[src/rtl/pipe_forward_history_pkg.sv]
// Shared constants for the MEM-stage store-data forwarding unit: opcodes,
// default history entry field widths and the stall FSM state encoding.
package pipe_fwd_pkg;

    localparam logic [5:0] OPC_LW = 6'b100011;
    localparam logic [5:0] OPC_SW = 6'b101011;

    // Default field widths of one history entry: {valid, rd, data}
    localparam int REG_W_DEF  = 5;
    localparam int DATA_W_DEF = 32;
    localparam int OPC_W_DEF  = 6;
    localparam int DEPTH_DEF  = 4;

    typedef enum logic {
        FS_RUN   = 1'b0,
        FS_STALL = 1'b1
    } fwdState_e;

    // fwd_src: 0 = live bypass, 1..DEPTH = history entry + 1, all-ones = miss
    function automatic int srcWidth(input int depth);
        return $clog2(depth) + 1;
    endfunction

endpackage

[src/rtl/pipe_forward_history_if.sv]
// Pipeline-side signal bundle of the store-data forwarding unit.
// Optional statistics outputs exist only when PIPE_FWD_STATS_EN is defined.
interface pipe_forward_history_if
    import pipe_fwd_pkg::*;
#(
    parameter int REG_W  = REG_W_DEF,
    parameter int DATA_W = DATA_W_DEF,
    parameter int DEPTH  = DEPTH_DEF,
    parameter int OPC_W  = OPC_W_DEF
);
    localparam int SRC_W = srcWidth(DEPTH);

    logic              flush;
    logic              wb_valid;
    logic [REG_W-1:0]  wb_rd;
    logic [DATA_W-1:0] wb_data;
    logic [OPC_W-1:0]  exmem_opcode;
    logic [REG_W-1:0]  exmem_rt;
    logic [DATA_W-1:0] exmem_rt_data;
    logic [OPC_W-1:0]  idex_opcode;
    logic [REG_W-1:0]  idex_rt;
    logic [REG_W-1:0]  ifid_rs;
    logic [REG_W-1:0]  ifid_rt;
    logic [DATA_W-1:0] store_data;
    logic              fwd_hit;
    logic [SRC_W-1:0]  fwd_src;
    logic              stall;
`ifdef PIPE_FWD_STATS_EN
    logic [15:0]       hit_count;
    logic [15:0]       stall_count;
`endif

    modport master (
        output flush, wb_valid, wb_rd, wb_data,
        output exmem_opcode, exmem_rt, exmem_rt_data,
        output idex_opcode, idex_rt, ifid_rs, ifid_rt,
`ifdef PIPE_FWD_STATS_EN
        input  hit_count, stall_count,
`endif
        input  store_data, fwd_hit, fwd_src, stall
    );

    modport slave (
        input  flush, wb_valid, wb_rd, wb_data,
        input  exmem_opcode, exmem_rt, exmem_rt_data,
        input  idex_opcode, idex_rt, ifid_rs, ifid_rt,
`ifdef PIPE_FWD_STATS_EN
        output hit_count, stall_count,
`endif
        output store_data, fwd_hit, fwd_src, stall
    );

endinterface

[src/rtl/pipe_forward_history_lookup.sv]
// Combinational priority match of a register key against a live bypass
// and a DEPTH-entry writeback history (entry 0 newest).
module fwd_hist_lookup #(
    parameter int REG_W  = 5,
    parameter int DATA_W = 32,
    parameter int DEPTH  = 4,
    parameter int SRC_W  = 3
) (
    input  logic                         enable,
    input  logic [REG_W-1:0]             key,
    input  logic                         liveValid,
    input  logic [REG_W-1:0]             liveRd,
    input  logic [DATA_W-1:0]            liveData,
    input  logic [DEPTH-1:0]             entValid,
    input  logic [DEPTH-1:0][REG_W-1:0]  entRd,
    input  logic [DEPTH-1:0][DATA_W-1:0] entData,
    output logic                         hit,
    output logic [SRC_W-1:0]             index,
    output logic [DATA_W-1:0]            data
);

    always_comb begin
        hit   = 1'b0;
        index = '1;
        data  = '0;
        if (enable && key != '0) begin
            if (liveValid && liveRd == key) begin
                hit   = 1'b1;
                index = '0;
                data  = liveData;
            end else begin
                // Walk oldest to newest so the lowest matching index wins
                for (int i = DEPTH - 1; i >= 0; i--) begin
                    if (entValid[i] && entRd[i] == key) begin
                        hit   = 1'b1;
                        index = SRC_W'(i + 1);
                        data  = entData[i];
                    end
                end
            end
        end
    end

endmodule

[src/rtl/pipe_forward_history.sv]
// MEM-stage store-data forwarding from a writeback history, plus a one-cycle
// load-use stall request. Define PIPE_FWD_STATS_EN for hit/stall counters.
//
// state    | meaning
// FS_RUN   | normal flow, load-use hazard evaluated each cycle
// FS_STALL | stall=1 for one cycle, hazard masked, returns to FS_RUN
module pipe_forward_history
    import pipe_fwd_pkg::*;
#(
    parameter int              REG_W     = REG_W_DEF,
    parameter int              DATA_W    = DATA_W_DEF,
    parameter int              DEPTH     = DEPTH_DEF,
    parameter int              OPC_W     = OPC_W_DEF,
    parameter logic [OPC_W-1:0] STORE_OPC = OPC_W'(OPC_SW),
    parameter logic [OPC_W-1:0] LOAD_OPC  = OPC_W'(OPC_LW)
) (
    input logic clk,
    input logic rst_n,
    pipe_forward_history_if.slave bus
);
    localparam int SRC_W = srcWidth(DEPTH);

    logic [DEPTH-1:0]             histValid;
    logic [DEPTH-1:0][REG_W-1:0]  histRd;
    logic [DEPTH-1:0][DATA_W-1:0] histData;

    fwdState_e state, nextState;
    logic      isStore, push, hazard, lkHit;
    logic [SRC_W-1:0]  lkIndex;
    logic [DATA_W-1:0] lkData;

    assign isStore = bus.exmem_opcode == STORE_OPC;
    assign push    = bus.wb_valid && bus.wb_rd != '0;
    assign hazard  = bus.idex_opcode == LOAD_OPC && bus.idex_rt != '0 &&
                     (bus.idex_rt == bus.ifid_rs || bus.idex_rt == bus.ifid_rt);

    fwd_hist_lookup #(
        .REG_W (REG_W),
        .DATA_W(DATA_W),
        .DEPTH (DEPTH),
        .SRC_W (SRC_W)
    ) uLookup (
        .enable   (isStore),
        .key      (bus.exmem_rt),
        .liveValid(bus.wb_valid),
        .liveRd   (bus.wb_rd),
        .liveData (bus.wb_data),
        .entValid (histValid),
        .entRd    (histRd),
        .entData  (histData),
        .hit      (lkHit),
        .index    (lkIndex),
        .data     (lkData)
    );

    assign bus.store_data = lkHit ? lkData : bus.exmem_rt_data;
    assign bus.fwd_hit    = lkHit;
    assign bus.fwd_src    = lkIndex;
    assign bus.stall      = state == FS_STALL;

    // Shifting also drops older copies of the pushed register
    always_ff @(posedge clk or negedge rst_n) begin
        if (!rst_n) begin
            histValid <= '0;
            histRd    <= '0;
            histData  <= '0;
        end else if (bus.flush) begin
            histValid <= '0;
        end else if (push) begin
            for (int i = DEPTH - 1; i > 0; i--) begin
                histValid[i] <= histValid[i-1] && histRd[i-1] != bus.wb_rd;
                histRd[i]    <= histRd[i-1];
                histData[i]  <= histData[i-1];
            end
            histValid[0] <= 1'b1;
            histRd[0]    <= bus.wb_rd;
            histData[0]  <= bus.wb_data;
        end
    end

    always_ff @(posedge clk or negedge rst_n) begin
        if (!rst_n)         state <= FS_RUN;
        else if (bus.flush) state <= FS_RUN;
        else                state <= nextState;
    end

    always_comb begin
        nextState = state;
        case (state)
            FS_RUN:   if (hazard) nextState = FS_STALL;
            FS_STALL: nextState = FS_RUN;
            default:  nextState = FS_RUN;
        endcase
    end

`ifdef PIPE_FWD_STATS_EN
    logic [15:0] hitCount, stallCount;

    always_ff @(posedge clk or negedge rst_n) begin
        if (!rst_n) begin
            hitCount   <= '0;
            stallCount <= '0;
        end else if (bus.flush) begin
            hitCount   <= '0;
            stallCount <= '0;
        end else begin
            if (lkHit && hitCount != 16'hFFFF)        hitCount   <= hitCount + 16'd1;
            if (bus.stall && stallCount != 16'hFFFF) stallCount <= stallCount + 16'd1;
        end
    end

    assign bus.hit_count   = hitCount;
    assign bus.stall_count = stallCount;
`endif

endmodule

[src/flat_wrapper.sv]
// flat-port wrapper written by rule: the top's interface ports become plain ports
module pipe_forward_history_flat import pipe_fwd_pkg::*;
#(
    parameter int              REG_W     = REG_W_DEF,
    parameter int              DATA_W    = DATA_W_DEF,
    parameter int              DEPTH     = DEPTH_DEF,
    parameter int              OPC_W     = OPC_W_DEF,
    parameter logic [OPC_W-1:0] STORE_OPC = OPC_W'(OPC_SW),
    parameter logic [OPC_W-1:0] LOAD_OPC  = OPC_W'(OPC_LW)
)
  (clk, rst_n, bus_flush, bus_wb_valid, bus_wb_rd, bus_wb_data, bus_exmem_opcode, bus_exmem_rt, bus_exmem_rt_data, bus_idex_opcode, bus_idex_rt, bus_ifid_rs, bus_ifid_rt, bus_store_data, bus_fwd_hit, bus_fwd_src, bus_stall);
  pipe_forward_history_if #(.REG_W(REG_W), .DATA_W(DATA_W), .DEPTH(DEPTH), .OPC_W(OPC_W)) bus_i ();
  input logic clk;
  input logic rst_n;
  input wire logic [$bits(bus_i.flush)-1:0] bus_flush;
  input wire logic [$bits(bus_i.wb_valid)-1:0] bus_wb_valid;
  input wire logic [$bits(bus_i.wb_rd)-1:0] bus_wb_rd;
  input wire logic [$bits(bus_i.wb_data)-1:0] bus_wb_data;
  input wire logic [$bits(bus_i.exmem_opcode)-1:0] bus_exmem_opcode;
  input wire logic [$bits(bus_i.exmem_rt)-1:0] bus_exmem_rt;
  input wire logic [$bits(bus_i.exmem_rt_data)-1:0] bus_exmem_rt_data;
  input wire logic [$bits(bus_i.idex_opcode)-1:0] bus_idex_opcode;
  input wire logic [$bits(bus_i.idex_rt)-1:0] bus_idex_rt;
  input wire logic [$bits(bus_i.ifid_rs)-1:0] bus_ifid_rs;
  input wire logic [$bits(bus_i.ifid_rt)-1:0] bus_ifid_rt;
  output wire logic [$bits(bus_i.store_data)-1:0] bus_store_data;
  output wire logic [$bits(bus_i.fwd_hit)-1:0] bus_fwd_hit;
  output wire logic [$bits(bus_i.fwd_src)-1:0] bus_fwd_src;
  output wire logic [$bits(bus_i.stall)-1:0] bus_stall;
  assign bus_i.flush = bus_flush;
  assign bus_i.wb_valid = bus_wb_valid;
  assign bus_i.wb_rd = bus_wb_rd;
  assign bus_i.wb_data = bus_wb_data;
  assign bus_i.exmem_opcode = bus_exmem_opcode;
  assign bus_i.exmem_rt = bus_exmem_rt;
  assign bus_i.exmem_rt_data = bus_exmem_rt_data;
  assign bus_i.idex_opcode = bus_idex_opcode;
  assign bus_i.idex_rt = bus_idex_rt;
  assign bus_i.ifid_rs = bus_ifid_rs;
  assign bus_i.ifid_rt = bus_ifid_rt;
  assign bus_store_data = bus_i.store_data;
  assign bus_fwd_hit = bus_i.fwd_hit;
  assign bus_fwd_src = bus_i.fwd_src;
  assign bus_stall = bus_i.stall;
  pipe_forward_history #(.REG_W(REG_W), .DATA_W(DATA_W), .DEPTH(DEPTH), .OPC_W(OPC_W), .STORE_OPC(STORE_OPC), .LOAD_OPC(LOAD_OPC)) u_core (.clk(clk), .rst_n(rst_n), .bus(bus_i));
endmodule
[config.mk]
export PLATFORM = sky130hd
export DESIGN_NAME = pipe_forward_history_flat
export DESIGN_NICKNAME = d
export VERILOG_FILES = /design/src/rtl/pipe_forward_history_pkg.sv /design/src/rtl/pipe_forward_history_if.sv /design/src/rtl/pipe_forward_history_lookup.sv /design/src/rtl/pipe_forward_history.sv /design/src/flat_wrapper.sv
export SDC_FILE = /design/constraint.sdc
export NUM_CORES = 1
export LEC_CHECK = 0
export CELL_PAD_IN_SITES_DETAIL_PLACEMENT = 1
export CELL_PAD_IN_SITES_GLOBAL_PLACEMENT = 1
export CORE_UTILIZATION = 41
export CTS_BUF_LIST = sky130_fd_sc_hd__clkbuf_4 sky130_fd_sc_hd__clkbuf_8
export DETAILED_ROUTE_END_ITERATION = 10
export PLACE_DENSITY = 0.81
export SYNTH_ARGS = -nofsm -noshare
export SYNTH_HDL_FRONTEND = slang
export SYNTH_SLANG_ARGS = --single-unit
[constraint.sdc]
create_clock -name clk -period 1.9 [get_ports clk]
set_input_delay 0.19 -clock clk [delete_from_list [all_inputs] [get_ports clk]]
set_output_delay 0.19 -clock clk [all_outputs]
set_load 0.02 [all_outputs]
==> results of run 1 <==
## power by group through the flow
stage / Sequential (mW) / Combinational (mW) / Clock, mW
finish: 5.28 / 3.13 / 2.90
global route: 5.32 / 3.29 / 3.02
CTS: 5.05 / 2.92 / 2.84
detailed placement: 5.06 / 2.83 / 0
global placement: 4.92 / 2.69 / 0
floorplan: 4.81 / 1.89 / 0
## area by class of cell
class	instances	area (µm²)	area share, %
Multi-Input combinational cell	417	4780	39.6
Sequential cell	153	3830	31.7
Timing Repair Buffer	244	2680	22.2
Tap cell	265	332	2.75
Clock buffer	20	263	2.18
Clock inverter	11	170	1.41
Inverter	2	15.0	0.124
## state kept, by name, indices dropped and copies added, names as in the netlist
register / flops
u_core.histData: 128
u_core.histRd: 20
u_core.histValid: 4
u_core.bus.stall: 1
## logic make-up after synthesis
kind of cell    after synthesis
flops                       153
simple gates                 74
compound gates              144
xor+xnor                     50
buf+inv                      58
mux                         148
## synth_stat cells (3+ instances only)
cell type	n	share of area, %
a31oi_1	32	2.4
a21oi_1	5	0.30
nor4_1	3	0.23
o311ai_0	3	0.32
nor3_1	3	0.18
nand3_1	6	0.36
buf_4	7	0.63
nor2_1	9	0.41
nor2b_1	33	2.5
a22oi_1	32	2.9
buf_2	19	1.1
and3_1	3	0.23
clkbuf_2	3	0.18
clkbuf_1	13	0.59
nand2_1	8	0.36
a221o_1	32	3.9
dfrtp_1	153	46
mux2_4	120	22
o211ai_1	33	3.0
buf_6	14	1.9
xnor2_1	26	2.7
mux2_2	28	3.8
xor2_1	24	2.5
## what timing repair did
item	in CTS	in global routing
pin swaps	45	46
hold endpoints to repair	48	0
gates cloned	8	2
buffers inserted	5	11
setup endpoints to repair	182	69
resized for setup	237	32
hold buffers	1	0
## through the flow
stage               setup TNS [ns]  setup WS (ns)  cell area [µm²]  total power [mW]
floorplan                    -2.35        -0.0819             8920              6.70
global placement           -118.94          -1.29            11000              7.61
detailed placement         -129.28          -1.44            11000              7.90
CTS                         -34.80          -1.06            11800              10.8
global route                -42.57          -1.31            12100              11.6
finish                      -40.00          -1.27            12100              11.3
## how the worst max path moves through the flow
stage | from | endpoint | slack (ns) | cells past startpoint
2_1_floorplan | bus_wb_rd[2] | bus_store_data[22] | -0.08 | 9
3_3_place_gp | bus_exmem_rt[0] | bus_store_data[20] | -1.29 | 11
3_5_place_dp | bus_exmem_rt[0] | bus_store_data[13] | -1.44 | 11
4_1_cts | u_core.histRd[10] | bus_store_data[22] | -1.06 | 10
5_1_grt | u_core.histRd[12] | bus_store_data[25] | -1.31 | 10
6_report | u_core.histRd[10] | bus_store_data[25] | -1.27 | 10
## per-layer routing
metal	vias up	routed length, µm
li1	2776	-
met1	3568	12800
met2	324	17100
met3	102	1960
met4	0	1350
met5	-	0
==> impl_metrics.tcl, run 1 <==
set metrics [dict create \
    chipWidth_um 144 \
    post-dp-hpwl_um 17700 \
    fin_ws_ns -1.27 \
    critical_path.cell_chain "xnor2_2, nand4_1, buf_4, o2111a_2, buf_4, buf_12, a221o_1, o211ai_1, a31oi_4, buf_6" \
    cts_buffers 17 \
    htreeDepth 4 \
    groute.layer.met3.usage_pct 5.99 \
    peak_supply_drop_mv 0.538 \
    placer_s_final_routability_congestion_estimate 0.872 \
    final-hold-violation-count 0 \
    worst-endpoint-required_ns 1.71 \
    power.combinational.fraction_pct 27.6 \
    drt_iter0_markers 504 \
    firstDrtPassIters 5 \
    antenna_cells 0 \
    synth_seq_area_share_pct 46.0 \
    floorplan.die.height_um 144 \
    grt_max_degree 54 \
    static-leakage-power_nw 4.98 \
    synthesis.yosys.warnings 0 \
    worst_skew_pair.late_latency_ns 0.49 \
    outcome "finished with violations" \
    yosys.area_share.simple_pct 5.12 \
    timing.final.max_slew_violations 0 \
    postSynthCellCount 627 \
    reg2regPathDepth 5 \
    final.fill_count 1901 \
    postSynthNetCount 732 \
    detail_route.vias_per_cell 6.09 \
    antenna_left 0 \
    synth.lib_cells_used.distinct 38 \
    fraction_of_synthesized_cell_area_in_xor_and_xnor_cells_pct 5.27 \
    via_count_of_the_first_global_routing_pass 7361 \
    port-buffer-count 141 \
    max_cap_viol_count 0 \
    p_r_area_growth_vs_syn_pct 45.1 \
    critical_path.reg2reg.endpoint "u_core.histValid[2]" \
    layout.cells.most_common_list "dfrtp_1, mux2_4, clkdlybuf4s50_1, buf_4, buf_6" \
    synth_compound_gate_area_share_pct 13.6 \
    p_switching_mw 3.68 \
    worst_reg2reg_setup_slack_ns 0.19 \
    holdWs_ns 0.220 \
    grt_pass1_wl_um 44700 \
    grt-busiest-layer "met2" \
    asyncSetResetFlopFracSynth_pct 100 \
    hold_path_class "input pin to async pin" \
    post_route_cells_drive_above_1_share_pct 46.2 \
    fin_nets 940 \
    period_minus_slack_ns 3.17 \
    maxSlewHeadroom_pct 63.1 \
    critical_path.max_fanout 7 \
    cts_root_buffer "clkbuf_8" \
    internal-power_mw 7.64 \
    synthMuxAreaShare_pct 25.5 \
    route.final.wire_length_um 33200 \
    postSynthRegisterBits 153 \
    worst-path-buf-inv 4 \
    rsz0062_at_grt "true" \
    fmaxAchievable_ghz 0.315 \
    largest_family_of_logic_cells_by_synthesized_area "multiplexers" \
    timing.critical_path.mode_cell "buf_4" \
    violations "negative setup slack" \
    row_count 51 \
    transition_at_the_pin_with_the_smallest_max_transition_slack_ns 0.547 \
    netlist_area_mm2 0.00832 \
    power.share.switching_pct 32.5 \
    ios 142 \
    power.density_mw_per_mm2 937 \
    criticalPathCategory "register to output pin" \
    post_synth_fa_ha_maj_area_fraction_pct 0 \
    cts_tree "yes" \
    clock_power_share_pct 25.7 \
    globalRouteTotalUtil_pct 29.3 \
    rr_startpoint "u_core.histRd[9]" \
    path_delay_family "compound AO/OA/AOI/OAI gates" \
    grtUsageMet2_pct 51.8 \
    place.detailed.instances 1055 \
    post_synth.cell_area_avg_um2 13.3 \
    global_route.usage.met1_pct 34.1 \
    num_vias 6770 \
    finalCoreUtilization_pct 61.4 \
    cp_slowest_stage_delay_ns 0.44 \
    worst_clock_skew_ns 0.0165 \
    synth_edf_count 0 \
    initial_core_util_pct 42.3 \
    cts-root-to-sink-buffers 2 \
    share_seq_of_total_power_pct 46.7 \
    crit_arrival_ns 2.98 \
    globalRouteOverflowTotal 0 \
    clock_sink_count 153 \
    post-route-drc-count 0 \
    grt_antenna_before_repair 0 \
    routedWlPerCell_um 29.9 \
    end_kind "output pin" \
    crit_path_top_delay_cell "dfrtp_1" \
    fin_crit_sh_pct 167 \
    post_synth_top_flop "dfrtp_1" \
    final_common_cell "dfrtp_1" \
    clk_pin_slew_worst_paths_ns 0.09 \
    report.final.setup_viol 36 \
    floorplan.die_area_mm2 0.0209 \
    setup.worst_path.start_class "register" \
    final_cell_count_no_fill 1112 \
    core-area_mm2 0.0197 \
]
(Power assumes the default switching activity.)
==> inputs of run 2 (changes only) <==
- SLEW_MARGIN: not set -> 20
==> results of run 2 <==
No change in the layout: final DEF, timing and power equal those of run 1.
